File: config.mk
export PLATFORM = sky130hd
export DESIGN_NAME = pipeline_stall_ctrl_flat
export DESIGN_NICKNAME = d
export VERILOG_FILES = /design/src/rtl/pipeline_stall_ctrl_if.sv /design/src/rtl/pipeline_stall_ctrl.sv /design/src/flat_wrapper.sv
export SDC_FILE = /design/constraint.sdc
export NUM_CORES = 1
export LEC_CHECK = 0
export ABC_AREA = 1
export CAP_MARGIN = 40
export CELL_PAD_IN_SITES_DETAIL_PLACEMENT = 1
export CELL_PAD_IN_SITES_GLOBAL_PLACEMENT = 1
export CORE_ASPECT_RATIO = 2
export CORE_MARGIN = 2
export CORE_UTILIZATION = 23
export CTS_BUF_LIST = sky130_fd_sc_hd__clkbuf_4 sky130_fd_sc_hd__clkbuf_8
export DETAILED_ROUTE_END_ITERATION = 6
export PLACE_DENSITY_LB_ADDON = 0.08
export SETUP_SLACK_MARGIN = 0.3
export SYNTH_ARGS = -nofsm -noshare
export SYNTH_HDL_FRONTEND = slang
export SYNTH_SLANG_ARGS = --single-unit
export TNS_END_PERCENT = 5
File: constraint.sdc
create_clock -name clk -period 2.1 [get_ports clk]
set_clock_uncertainty 0.15 [all_clocks]
set_input_delay 0.42 -clock clk [delete_from_list [all_inputs] [get_ports clk]]
set_output_delay 0.42 -clock clk [all_outputs]
set_load 0.01 [all_outputs]
File: src/rtl/pipeline_stall_ctrl_if.sv
// Handshake bundle between decode/EX/MEM hazard sources and the pipeline stall controller.
interface pipeline_stall_ctrl_if #(
    parameter int unsigned CNT_W = 16
);
    logic             data_hazard;
    logic             call;
    logic             ret;
    logic             branch;
    logic             branch_resolved;
    logic             branch_taken;
    logic             call_target_vld;
    logic             ret_addr_vld;
    logic             stall_pc;
    logic             stall_ifid;
    logic             flush_ifid;
    logic             bubble_idex;
    logic [1:0]       pc_sel;
    logic             clr_call_haz;
    logic             clr_ret_haz;
    logic             clr_branch_haz;
    logic             ctrl_timeout;
    logic [CNT_W-1:0] data_stall_cnt;
    logic [CNT_W-1:0] ctrl_stall_cnt;

    modport master (
        output data_hazard, call, ret, branch, branch_resolved, branch_taken,
               call_target_vld, ret_addr_vld,
        input  stall_pc, stall_ifid, flush_ifid, bubble_idex, pc_sel, clr_call_haz,
               clr_ret_haz, clr_branch_haz, ctrl_timeout, data_stall_cnt, ctrl_stall_cnt
    );

    modport slave (
        input  data_hazard, call, ret, branch, branch_resolved, branch_taken,
               call_target_vld, ret_addr_vld,
        output stall_pc, stall_ifid, flush_ifid, bubble_idex, pc_sel, clr_call_haz,
               clr_ret_haz, clr_branch_haz, ctrl_timeout, data_stall_cnt, ctrl_stall_cnt
    );
endinterface

File: src/rtl/pipeline_stall_ctrl.sv
// Pipeline stall/flush sequencer for data hazards and call/ret/branch resolution.
// Optional performance counters are built when PERF_CNT_EN is defined.
module pipeline_stall_ctrl #(
    parameter int unsigned MAX_WAIT = 8,
    parameter int unsigned CNT_W    = 16
) (
    input logic                  clk,
    input logic                  rst,
    pipeline_stall_ctrl_if.slave bus_io
);
    localparam int unsigned     WcW    = $clog2(MAX_WAIT);
    localparam logic [WcW-1:0]  WcLast = WcW'(MAX_WAIT - 1);

    typedef enum logic [1:0] {StRun, StBrWait, StCallWait, StRetWait} state_e;

    state_e         state_q, state_d;
    logic [WcW-1:0] wcnt_q, wcnt_d;
    logic           timeout_q, timeout_d;
    logic           in_wait, resolved, expire;

    assign in_wait  = (state_q != StRun);
    assign resolved = ((state_q == StBrWait)   && bus_io.branch_resolved) ||
                      ((state_q == StCallWait) && bus_io.call_target_vld) ||
                      ((state_q == StRetWait)  && bus_io.ret_addr_vld);
    assign expire   = in_wait && !resolved && (wcnt_q == WcLast);

    always_ff @(posedge clk or posedge rst) begin
        if (rst) begin
            state_q   <= StRun;
            wcnt_q    <= '0;
            timeout_q <= 1'b0;
        end else begin
            state_q   <= state_d;
            wcnt_q    <= wcnt_d;
            timeout_q <= timeout_d;
        end
    end

    always_comb begin
        state_d   = state_q;
        wcnt_d    = in_wait ? wcnt_q + WcW'(1) : '0;
        timeout_d = timeout_q | expire;
        unique case (state_q)
            StRun: begin
                if (!bus_io.data_hazard) begin
                    if (bus_io.call)        state_d = StCallWait;
                    else if (bus_io.ret)    state_d = StRetWait;
                    else if (bus_io.branch) state_d = StBrWait;
                end
            end
            default: begin
                if (resolved || expire) state_d = StRun;
            end
        endcase
    end

    // Outputs are forced low while rst is held, regardless of the Mealy inputs.
    always_comb begin
        bus_io.stall_pc       = 1'b0;
        bus_io.stall_ifid     = 1'b0;
        bus_io.flush_ifid     = 1'b0;
        bus_io.bubble_idex    = 1'b0;
        bus_io.pc_sel         = 2'b00;
        bus_io.clr_call_haz   = 1'b0;
        bus_io.clr_ret_haz    = 1'b0;
        bus_io.clr_branch_haz = 1'b0;
        bus_io.ctrl_timeout   = timeout_q & ~rst;
        if (!rst) begin
            if (state_q == StRun) begin
                if (bus_io.data_hazard) begin
                    bus_io.stall_pc    = 1'b1;
                    bus_io.stall_ifid  = 1'b1;
                    bus_io.bubble_idex = 1'b1;
                end else if (bus_io.call || bus_io.ret || bus_io.branch) begin
                    bus_io.stall_pc   = 1'b1;
                    bus_io.flush_ifid = 1'b1;
                end
            end else if (resolved || expire) begin
                unique case (state_q)
                    StBrWait: begin
                        bus_io.clr_branch_haz = 1'b1;
                        if (resolved && bus_io.branch_taken) bus_io.pc_sel = 2'b01;
                    end
                    StCallWait: begin
                        bus_io.clr_call_haz = 1'b1;
                        if (resolved) bus_io.pc_sel = 2'b01;
                    end
                    default: begin
                        bus_io.clr_ret_haz = 1'b1;
                        if (resolved) bus_io.pc_sel = 2'b10;
                    end
                endcase
            end else begin
                bus_io.stall_pc   = 1'b1;
                bus_io.flush_ifid = 1'b1;
            end
        end
    end

`ifdef PERF_CNT_EN
    logic [CNT_W-1:0] dcnt_q, dcnt_d, ccnt_q, ccnt_d;

    always_comb begin
        dcnt_d = dcnt_q;
        ccnt_d = ccnt_q;
        if (!in_wait && bus_io.data_hazard && (dcnt_q != '1)) dcnt_d = dcnt_q + CNT_W'(1);
        if (in_wait && (ccnt_q != '1))                        ccnt_d = ccnt_q + CNT_W'(1);
    end

    always_ff @(posedge clk or posedge rst) begin
        if (rst) begin
            dcnt_q <= '0;
            ccnt_q <= '0;
        end else begin
            dcnt_q <= dcnt_d;
            ccnt_q <= ccnt_d;
        end
    end

    assign bus_io.data_stall_cnt = dcnt_q;
    assign bus_io.ctrl_stall_cnt = ccnt_q;
`else
    assign bus_io.data_stall_cnt = {CNT_W{1'b0}};
    assign bus_io.ctrl_stall_cnt = {CNT_W{1'b0}};
`endif
endmodule
File: src/flat_wrapper.sv
// flat-port wrapper written by rule: the top's interface ports become plain ports
module pipeline_stall_ctrl_flat 
#(
    parameter int unsigned MAX_WAIT = 8,
    parameter int unsigned CNT_W    = 16
)
  (clk, rst, bus_io_data_hazard, bus_io_call, bus_io_ret, bus_io_branch, bus_io_branch_resolved, bus_io_branch_taken, bus_io_call_target_vld, bus_io_ret_addr_vld, bus_io_stall_pc, bus_io_stall_ifid, bus_io_flush_ifid, bus_io_bubble_idex, bus_io_pc_sel, bus_io_clr_call_haz, bus_io_clr_ret_haz, bus_io_clr_branch_haz, bus_io_ctrl_timeout, bus_io_data_stall_cnt, bus_io_ctrl_stall_cnt);
  pipeline_stall_ctrl_if #(.CNT_W(CNT_W)) bus_io_i ();
  input logic clk;
  input logic rst;
  input wire logic [$bits(bus_io_i.data_hazard)-1:0] bus_io_data_hazard;
  input wire logic [$bits(bus_io_i.call)-1:0] bus_io_call;
  input wire logic [$bits(bus_io_i.ret)-1:0] bus_io_ret;
  input wire logic [$bits(bus_io_i.branch)-1:0] bus_io_branch;
  input wire logic [$bits(bus_io_i.branch_resolved)-1:0] bus_io_branch_resolved;
  input wire logic [$bits(bus_io_i.branch_taken)-1:0] bus_io_branch_taken;
  input wire logic [$bits(bus_io_i.call_target_vld)-1:0] bus_io_call_target_vld;
  input wire logic [$bits(bus_io_i.ret_addr_vld)-1:0] bus_io_ret_addr_vld;
  output wire logic [$bits(bus_io_i.stall_pc)-1:0] bus_io_stall_pc;
  output wire logic [$bits(bus_io_i.stall_ifid)-1:0] bus_io_stall_ifid;
  output wire logic [$bits(bus_io_i.flush_ifid)-1:0] bus_io_flush_ifid;
  output wire logic [$bits(bus_io_i.bubble_idex)-1:0] bus_io_bubble_idex;
  output wire logic [$bits(bus_io_i.pc_sel)-1:0] bus_io_pc_sel;
  output wire logic [$bits(bus_io_i.clr_call_haz)-1:0] bus_io_clr_call_haz;
  output wire logic [$bits(bus_io_i.clr_ret_haz)-1:0] bus_io_clr_ret_haz;
  output wire logic [$bits(bus_io_i.clr_branch_haz)-1:0] bus_io_clr_branch_haz;
  output wire logic [$bits(bus_io_i.ctrl_timeout)-1:0] bus_io_ctrl_timeout;
  output wire logic [$bits(bus_io_i.data_stall_cnt)-1:0] bus_io_data_stall_cnt;
  output wire logic [$bits(bus_io_i.ctrl_stall_cnt)-1:0] bus_io_ctrl_stall_cnt;
  assign bus_io_i.data_hazard = bus_io_data_hazard;
  assign bus_io_i.call = bus_io_call;
  assign bus_io_i.ret = bus_io_ret;
  assign bus_io_i.branch = bus_io_branch;
  assign bus_io_i.branch_resolved = bus_io_branch_resolved;
  assign bus_io_i.branch_taken = bus_io_branch_taken;
  assign bus_io_i.call_target_vld = bus_io_call_target_vld;
  assign bus_io_i.ret_addr_vld = bus_io_ret_addr_vld;
  assign bus_io_stall_pc = bus_io_i.stall_pc;
  assign bus_io_stall_ifid = bus_io_i.stall_ifid;
  assign bus_io_flush_ifid = bus_io_i.flush_ifid;
  assign bus_io_bubble_idex = bus_io_i.bubble_idex;
  assign bus_io_pc_sel = bus_io_i.pc_sel;
  assign bus_io_clr_call_haz = bus_io_i.clr_call_haz;
  assign bus_io_clr_ret_haz = bus_io_i.clr_ret_haz;
  assign bus_io_clr_branch_haz = bus_io_i.clr_branch_haz;
  assign bus_io_ctrl_timeout = bus_io_i.ctrl_timeout;
  assign bus_io_data_stall_cnt = bus_io_i.data_stall_cnt;
  assign bus_io_ctrl_stall_cnt = bus_io_i.ctrl_stall_cnt;
  pipeline_stall_ctrl #(.MAX_WAIT(MAX_WAIT), .CNT_W(CNT_W)) u_core (.clk(clk), .rst(rst), .bus_io(bus_io_i));
endmodule
; ---- After elaboration in Yosys (flattened, before gate mapping)
; Cells that the tools add are included.
[op_classes]
n_bitwise = 3
mux = 37
div_mod_pow = 0
reduce_logical = 17
magnitude_cmp = 0
eq_ne = 6
mul = 0
add_sub_neg = 1
shift = 0
[op_table]
columns = op, n
row1 = two-way mux 1 bit, 25
row2 = two-way mux 2 bit, 10
row3 = logical AND 1 bit, 6
row4 = logical OR 1 bit, 5
row5 = "== test 2 bit, second input constant", 2
row6 = "inequality test 4 bit, second input constant", 1
row7 = one-hot mux 2 bit (2 select lines), 1
row8 = nonzero test 2 bit, 2
row9 = "adder 3 x 1 -> 3 bit, second input constant", 1
row10 = "== test 3 bit, second input constant", 1
row11 = two-way mux 3 bit, 1
row12 = AND reduction 3 bit, 1
row13 = "== test 2 x 1 -> 1 bit, second input constant", 1
row14 = logical NOT 2 bit, 1
row15 = "inequality test 2 bit, second input constant", 1
row16 = OR reduction 2 bit, 1
row17 = bitwise AND 1 bit, 1
row18 = logical NOT 1 bit, 1
row19 = NOT 1 bit, 1
row20 = bitwise OR 1 bit, 1
[word_totals]
output_inout_bits = 42
romBits = 0
input_bits = 10
regBits = 6
ram_bits = 0
latchBits = 0
n_memories = 0
word_cells = 67

; ---- Depth between registers and ports, before layout
; Gate-level depths: netlist of the first run.
[logic_depth]
depth_word = 11
ltp_mapped = 8
depth_no_buf = 8

; ---- Least setup slack after synthesis of the first run
; OpenSTA, ideal clock, no wires.
[synth_path]
kind = register -> output
start = register u_core.state_q[0]
end = output port bus_io_clr_ret_haz
path_stages_with_launch = 8
arrival_ns = 1.264
required_ns = 1.530
path_slack_ns = 0.266
path_buffers = 0
path_cell_list = dfrtp_1 inv_1 ha_1 inv_2 nand2_4 nand4_4 inv_1 nor3_1
[synth_via]
elab_chain_cells = 11
word_cells_on_any_way = 19
classes_between = eq/ne: 3 / mux: 4 / reduce/logical: 12
[synth_rtl]
columns = element, line_no
row1 = from (decl), pipeline_stall_ctrl.sv:16  ; state_e state_q, state_d;
row2 = from (signal assigned), pipeline_stall_ctrl.sv:29  ; state_q <= StRun;
row3 = from (signal assigned), pipeline_stall_ctrl.sv:33  ; state_q <= state_d;
row4 = == test 2 x 1 -> 1 bit / == test 2 bit (equally long branches), "pipeline_stall_ctrl.sv:22, pipeline_stall_ctrl.sv:79, pipeline_stall_ctrl.sv:23"
row5 = "logical AND 1 bit, on equally long branches", "pipeline_stall_ctrl.sv:22, pipeline_stall_ctrl.sv:23"
row6 = logical OR 1 bit, pipeline_stall_ctrl.sv:22  ; assign resolved = ((state_q == StBrWait) && bus_io.branch_resolved) ||
row7 = logical OR 1 bit, pipeline_stall_ctrl.sv:23  ; ((state_q == StCallWait) && bus_io.call_target_vld) ||
row8 = logical NOT 1 bit, pipeline_stall_ctrl.sv:25  ; assign expire = in_wait && !resolved && (wcnt_q == WcLast);
row9 = logical AND 1 bit (2 in a row), pipeline_stall_ctrl.sv:25
row10 = logical OR 1 bit, pipeline_stall_ctrl.sv:78  ; end else if (resolved || expire) begin
row11 = two-way mux 1 bit, pipeline_stall_ctrl.sv:78
row12 = two-way mux 1 bit *, pipeline_stall_ctrl.sv:69  ; if (state_q == StRun) begin
row13 = two-way mux 1 bit *, pipeline_stall_ctrl.sv:68  ; if (!rst) begin
row14 = to (decl), flat_wrapper.sv:25  ; output wire logic [$bits(bus_io_i.clr_ret_haz)-1:0] bus_io_clr_ret_haz;
; Every way passes the cells marked *; elsewhere a longest branch is shown, timed or not.

; ---- Final worst setup path of the first run
[layout_path]
start = register u_core.state_q[1]
end = output port bus_io_stall_pc
[layout_via]
elab_chain_cells = 11
word_cells_on_any_way = 17
classes_between = eq/ne: 3 / mux: 3 / reduce/logical: 11
[layout_rtl]
columns = element, line_no
row1 = == test 2 x 1 -> 1 bit / == test 2 bit (equally long branches), "pipeline_stall_ctrl.sv:22, pipeline_stall_ctrl.sv:23"
row2 = "logical AND 1 bit, on equally long branches", "pipeline_stall_ctrl.sv:22, pipeline_stall_ctrl.sv:23"
row3 = logical OR 1 bit, pipeline_stall_ctrl.sv:22
row4 = logical OR 1 bit, pipeline_stall_ctrl.sv:23
row5 = logical NOT 1 bit, pipeline_stall_ctrl.sv:25
row6 = logical AND 1 bit (2 in a row), pipeline_stall_ctrl.sv:25
row7 = logical OR 1 bit, pipeline_stall_ctrl.sv:78
row8 = two-way mux 1 bit, pipeline_stall_ctrl.sv:78
row9 = two-way mux 1 bit *, pipeline_stall_ctrl.sv:69
row10 = two-way mux 1 bit *, pipeline_stall_ctrl.sv:68
row11 = to (decl), flat_wrapper.sv:19  ; output wire logic [$bits(bus_io_i.stall_pc)-1:0] bus_io_stall_pc;
; Marks and branches as above.

==> results.md, run 1 <==
- DR iter-0 viols: 8
- Cell total after placement: 161
- Nets: 159
- Fmax: ~470 MHz
- H-tree depth: 1
- Die ar.: 3710 um2
- Register area share after synthesis: between 20% and 30%
- WL/cell: 11.2 um
- CTS tree: done
- Register Area: 150 um2
- Initial antenna violation count: 0
- Syn avg cell area: 7.46 um2
- Vias in the first global route: just under 700
- Pwr Density: 1140 nW/um2
- Boundary Pins: 52
- Leak: about 0.64 nW
- CTS Buf Count: 3
- Slew Limit Fails: 0
- Worst R2R Path Depth: 9
- Drt drc: 0
- Crit. End Element: output port
- Final ANT Viol Nets: 0
- Cell row count: 29
- Die height: approximately 84 um
- Final hold vios: 0
- Failing checks: negative setup slack
- Root Driver: clkbuf_8
- Clock Sink Count: 6
- First-pass GRT wire length: 2900 um
- Gpl congestion: 0.774
- RSZ-0062 raised after global routing: true
- WP data required: 1.53 ns
- R2R Path End: u_core.state_q[0]
- Max-cap viol count: 0
- Total track usage: 10.4%
- Run status: finished, violations left
- CTS clk-pin slew, worst paths: 0.04 ns
- Multi-input logic area: 519 um2
- Largest net degree at the start of global routing: 8
- Grt ovf: 0
- Core ar.: 3120 um2
- WS Path Type: flop to output port
- Dpl hpwl: roughly 1400 um
- Post-synth cell types: 19
- CP Data Arrival Time: 1.54 ns
- Fin crit share: 100%
- Final Critical Period: 2.11 ns
- Routed via count: 661
- Worst-Skew Late Latency: 0.23 ns
- Yosys warning count: 0
- Final setup violation count: 2
- 1st-pass router iterations: 2
- R2R Path Start: u_core.state_q[1]
- Die width: 44.1 um
- Mapped Cells: 99
- R2R Setup Slk: 0.55 ns
- Syn-to-layout area delta: 53.7%
- Util after Layout: 36.4%
- Worst hold path class: input port to async pin
- Maximum net fanout on the critical path: 4
- Layout cells sized above 1: a little under half
- Buffer levels on the longest clock path: 2
- DRT Wirelength: ~1900 um
- Synth Register Bits: 6
- Peak VDD IR: 0.424 mV
- Worst setup margin: -0.00949 ns
- Worst Setup Start Kind: flop
- Fill count: approximately 400
- # diodes: 0
- Synthesized cell area: ~740 um2
- IO Port Bufs: 19
- Final non-filler cell total: 172
- Via density per instance: about 3.8
- Starting density of the core: 23.7%
-- how the worst max path moves through the flow --
stage | from | end | depth (start not counted) | slack (ns)
2_1_floorplan | u_core.state_q[0] | bus_io_clr_ret_haz | 7 | 0.27
3_3_place_gp | bus_io_branch_resolved | bus_io_flush_ifid | 7 | -0.41
3_5_place_dp | bus_io_branch_resolved | bus_io_flush_ifid | 7 | -0.43
4_1_cts | u_core.state_q[1] | bus_io_stall_pc | 10 | -0.04
5_1_grt | u_core.state_q[1] | bus_io_stall_pc | 10 | -0.09
6_report | u_core.state_q[1] | bus_io_stall_pc | 10 | -0.009
-- cells in the final DEF, fill, tap and decap left out, types with 4 or more instances in the layout --
master and n:
buf_2 7, buf_4 19, clkdlybuf4s50_1 8, conb_1 32, dfrtp_1 6, inv_1 9, inv_2 6, nand2_1 6
nand2_4 4, nand3_1 4, nor2_1 7
-- per-stage QoR --
stage	power [W]	hold slack [ns]	TNS [ns]	worst slack, ns	area (um2)
after CTS	0.00117	0.326	-0.197	-0.0428	1060
after floorplan	0.000579	0.0761	0	0.266	855
final	0.00129	0.0897	-0.0167	-0.00949	1130
after global routing	0.00139	0.134	-0.327	-0.0949	1130
after global placement	0.000816	0.328	-2.87	-0.413	941
after detailed placement	0.000831	0.317	-2.91	-0.430	941
-- routing by layer --
metal / vias to the layer above / global-route usage (%) / wire length (um)
met2: 37 / 18.3 / 1120
met5: - / 0 / 0
met4: 0 / 8.54 / 57
met3: 8 / 1.95 / 148
li1: 319 / - / -
met1: 297 / 9.49 / 598
-- power by group --
part | leakage (nW) | switching, W | total, W | internal (W)
combinational | 0.550 | 0.000474 | 0.000924 | 0.000450
clock | 0.0216 | 0.0000590 | 0.000183 | 0.000124
sequential | 0.0728 | 0.0000240 | 0.000185 | 0.000161
total | 0.644 | 0.000557 | 0.00129 | 0.000735
-- registers in the layout (all words and copies together) (netlist names) --
signal            count
u_core.wcnt_q         3
u_core.state_q        2
u_core.timeout_q      1
-- cell families (layout without fill, tap and decap cells) --
kind of cell               count (synthesis)  after routing  share of synthesized area [%]
AOI/OAI and AO/OA                          4              4                           2.71
adders and majority gates                  6              6                           10.2
buffers and inverters                     49             60                           41.7
DFF                                        6              6                           20.3
other                                      1             32                          0.508
and+or+nand+nor                           33             33                           24.6
-- final cells by class --
cell class / count / area share (%)
timing repair buffer: 41 / 28.4
inverter: 16 / 5.51
multi-input combinational: 75 / 45.8
sequential: 6 / 13.2
tap: 31 / 3.42
clock buffer: 3 / 3.64
-- worst max-delay path, cell delays in order, from the launching register on --
cell     delay, ns
dfrtp_1       0.38
inv_2         0.11
ha_4          0.16
inv_4         0.04
buf_6         0.12
nand2_8       0.07
nand4_4       0.10
nand2_4       0.08
inv_2         0.03
nor2_1        0.07
buf_2         0.13
-- cell usage after synthesis (all sizes together) --
| master | instances | area share (%) |
|---|---|---|
| nand2 | 14 | 8.8 |
| dfrtp | 6 | 20 |
| conb | 1 | 0.51 |
| nor3 | 1 | 0.68 |
| buf | 33 | 34 |
| nand4 | 1 | 2.9 |
| or2 | 1 | 0.85 |
| nor2 | 9 | 5.6 |
| ha | 6 | 10 |
| a21oi | 2 | 1.4 |
| nor4 | 1 | 1.7 |
| o21ai | 2 | 1.4 |
| inv | 16 | 8.1 |
| nand3 | 6 | 4.1 |
-- repair_timing --
item	in CTS	in global routing
buffers inserted	6	2
setup endpoints to repair	10	10
pin swaps	9	8
hold buffers	0	0
resized for setup	44	28
(Power assumes the default switching activity.)
==> run 2, diff against run 1 <==
--- a/config.mk
+++ b/config.mk
@@ -6,7 +6,7 @@
 export NUM_CORES = 1
 export LEC_CHECK = 0
 export ABC_AREA = 1
-export CAP_MARGIN = 40
+export CAP_MARGIN = 30
 export CELL_PAD_IN_SITES_DETAIL_PLACEMENT = 1
 export CELL_PAD_IN_SITES_GLOBAL_PLACEMENT = 1
 export CORE_ASPECT_RATIO = 2
@@ -16,6 +16,7 @@
 export DETAILED_ROUTE_END_ITERATION = 6
 export PLACE_DENSITY_LB_ADDON = 0.08
 export SETUP_SLACK_MARGIN = 0.3
+export SKIP_CTS_REPAIR_TIMING = 1
 export SYNTH_ARGS = -nofsm -noshare
 export SYNTH_HDL_FRONTEND = slang
 export SYNTH_SLANG_ARGS = --single-unit
==> results.md, run 2 (synthesis gave the netlist of run 1 again) <==
- Biggest regs: u_core.wcnt_q (3), u_core.state_q (2), u_core.timeout_q (1)
- Nets: around 160
- Final setup violation count: 1
- Dpl hpwl: 1450 um
- Worst setup margin: -0.0198 ns
- Slew Limit Fails: 0
- CTS clk-pin slew, worst paths: roughly 0.040 ns
- Worst hold path class: input port to async pin
- IO Port Bufs: 19
- Peak VDD IR: 0.316 mV
- Largest net degree at the start of global routing: 8
- Run status: finished, violations left
- Boundary Pins: 52
- Final hold vios: 0
- Buffer levels on the longest clock path: 2
- Multi-input logic area: 480 um2
- Final ANT Viol Nets: 0
- Drt drc: 0
- Min Hold Slack: 0.0897 ns
- DR iter-0 viols: 3
- Routed via count: between 600 and 700
- Core ar.: 3120 um2
- Max reg flops: 3
- Crit. End Element: output port
- CTS Buf Count: 3
- Failing checks: negative setup slack
- Syn-to-layout area delta: 44.9%
- 1st-pass router iterations: 3
- Maximum net fanout on the critical path: 4
- First-pass GRT wire length: 2590 um
- WS Path Type: flop to output port
- Vias in the first global route: 607
- H-tree depth: 1
- Total track usage: 9.30%
- Post-DP Area: 941 um2
- Design area: 1070 um2
- Initial antenna violation count: 0
- Gpl congestion: 0.774
- RSZ-0062 raised after global routing: true
- Starting density of the core: 23.7%
- Cell row count: 29
- Worst Setup Start Kind: flop
- Die ar.: 3710 um2
- Pwr Density: 1100 nW/um2
- WP data required: 1.53 ns
- Worst-Skew Late Latency: 0.23 ns
- CTS tree: done
- WL/cell: 10.1 um
- # diodes: 0
- Fmax: 472 MHz
- Max-cap viol count: 0
- Layout cells sized above 1: 42.8%
- Register Area: 150 um2
- Most frequent cells in the layout: conb_1, buf_4, inv_1, clkdlybuf4s50_1, buf_2
- Post-place setup slack: -0.430 ns
- Fin crit share: 101%
- Grt ovf: 0
- Clock Sink Count: 6
- CP Data Arrival Time: 1.55 ns
- Most common cell after layout, fill and taps aside: conb_1
- DRT Wirelength: around 1700 um
- Via density per instance: about 3.7
- Total Negative Setup Slacks: -0.0198 ns
- Fill count: 398
- Die height: 84.1 um
- Final Critical Period: 2.12 ns
- Leak: between 0.6 and 0.7 nW
- Root Driver: clkbuf_8
- Reg with most FFs: u_core.wcnt_q
- Die width: 44.1 um
==> run 2: final timing paths <==
check	slack [ns]	end	cells past startpoint	start
max in group asynchronous	1.58	u_core.wcnt_q[2]	3	rst
min reg2reg	0.32	u_core.timeout_q	2	u_core.timeout_q
max	-0.02	bus_io_stall_pc	10	u_core.state_q[1]
min	0.09	u_core.timeout_q	3	rst
max reg2reg	0.53	u_core.state_q[0]	9	u_core.state_q[1]
min in group clk	0.32	u_core.timeout_q	2	u_core.timeout_q
==> run 2: area by class of cell <==
type                       instances  share of cell area [%]
multi-input combinational         75                    44.9
timing repair buffer              38                    27.7
sequential                         6                    14.0
inverter                          16                    5.85
clock buffer                       3                    3.86
tap                               31                    3.63
==> run 2: power by group <==
part	switching, W	internal [W]
clock	0.0000593	0.000124
combinational	0.000408	0.000394
sequential	0.0000339	0.000161
==> run 2: stage by stage <==
| step | cells | util, % | power [W] |
|---|---|---|---|
| after floorplan | 130 | - | 0.000579 |
| after global placement | 161 | 30.2 | 0.000816 |
| after detailed placement | 161 | 30.2 | 0.000831 |
| after CTS | 164 | 31.5 | 0.00102 |
| after global routing | 169 | 34.3 | 0.00128 |
| final | 169 | 34.3 | 0.00118 |
==> run 2: worst max-delay path, stage by stage, from the launching register on <==
cell     delay, ns
dfrtp_1       0.42
inv_2         0.10
ha_4          0.15
inv_4         0.04
buf_6         0.11
nand2_8       0.06
nand4_4       0.10
nand2_4       0.10
inv_2         0.03
nor2_1        0.07
buf_2         0.13
==> run 2: per-layer routing <==
layer | GRT usage [%] | up-vias | share of wire [%]
li1 | - | 313 | -
met1 | 8.83 | 281 | 32
met2 | 17.6 | 33 | 59
met3 | 1.30 | 4 | 7.0
met4 | 4.96 | 0 | 1.5
met5 | 0 | - | 0
==> run 3, diff against run 2 <==
--- a/config.mk
+++ b/config.mk
@@ -6,6 +6,7 @@
 export NUM_CORES = 1
 export LEC_CHECK = 0
 export ABC_AREA = 1
+export ABC_CLOCK_PERIOD_IN_PS = 2100
 export CAP_MARGIN = 30
 export CELL_PAD_IN_SITES_DETAIL_PLACEMENT = 1
 export CELL_PAD_IN_SITES_GLOBAL_PLACEMENT = 1
==> results of run 3 <==
No change in the layout: final DEF, timing and power equal those of run 2.
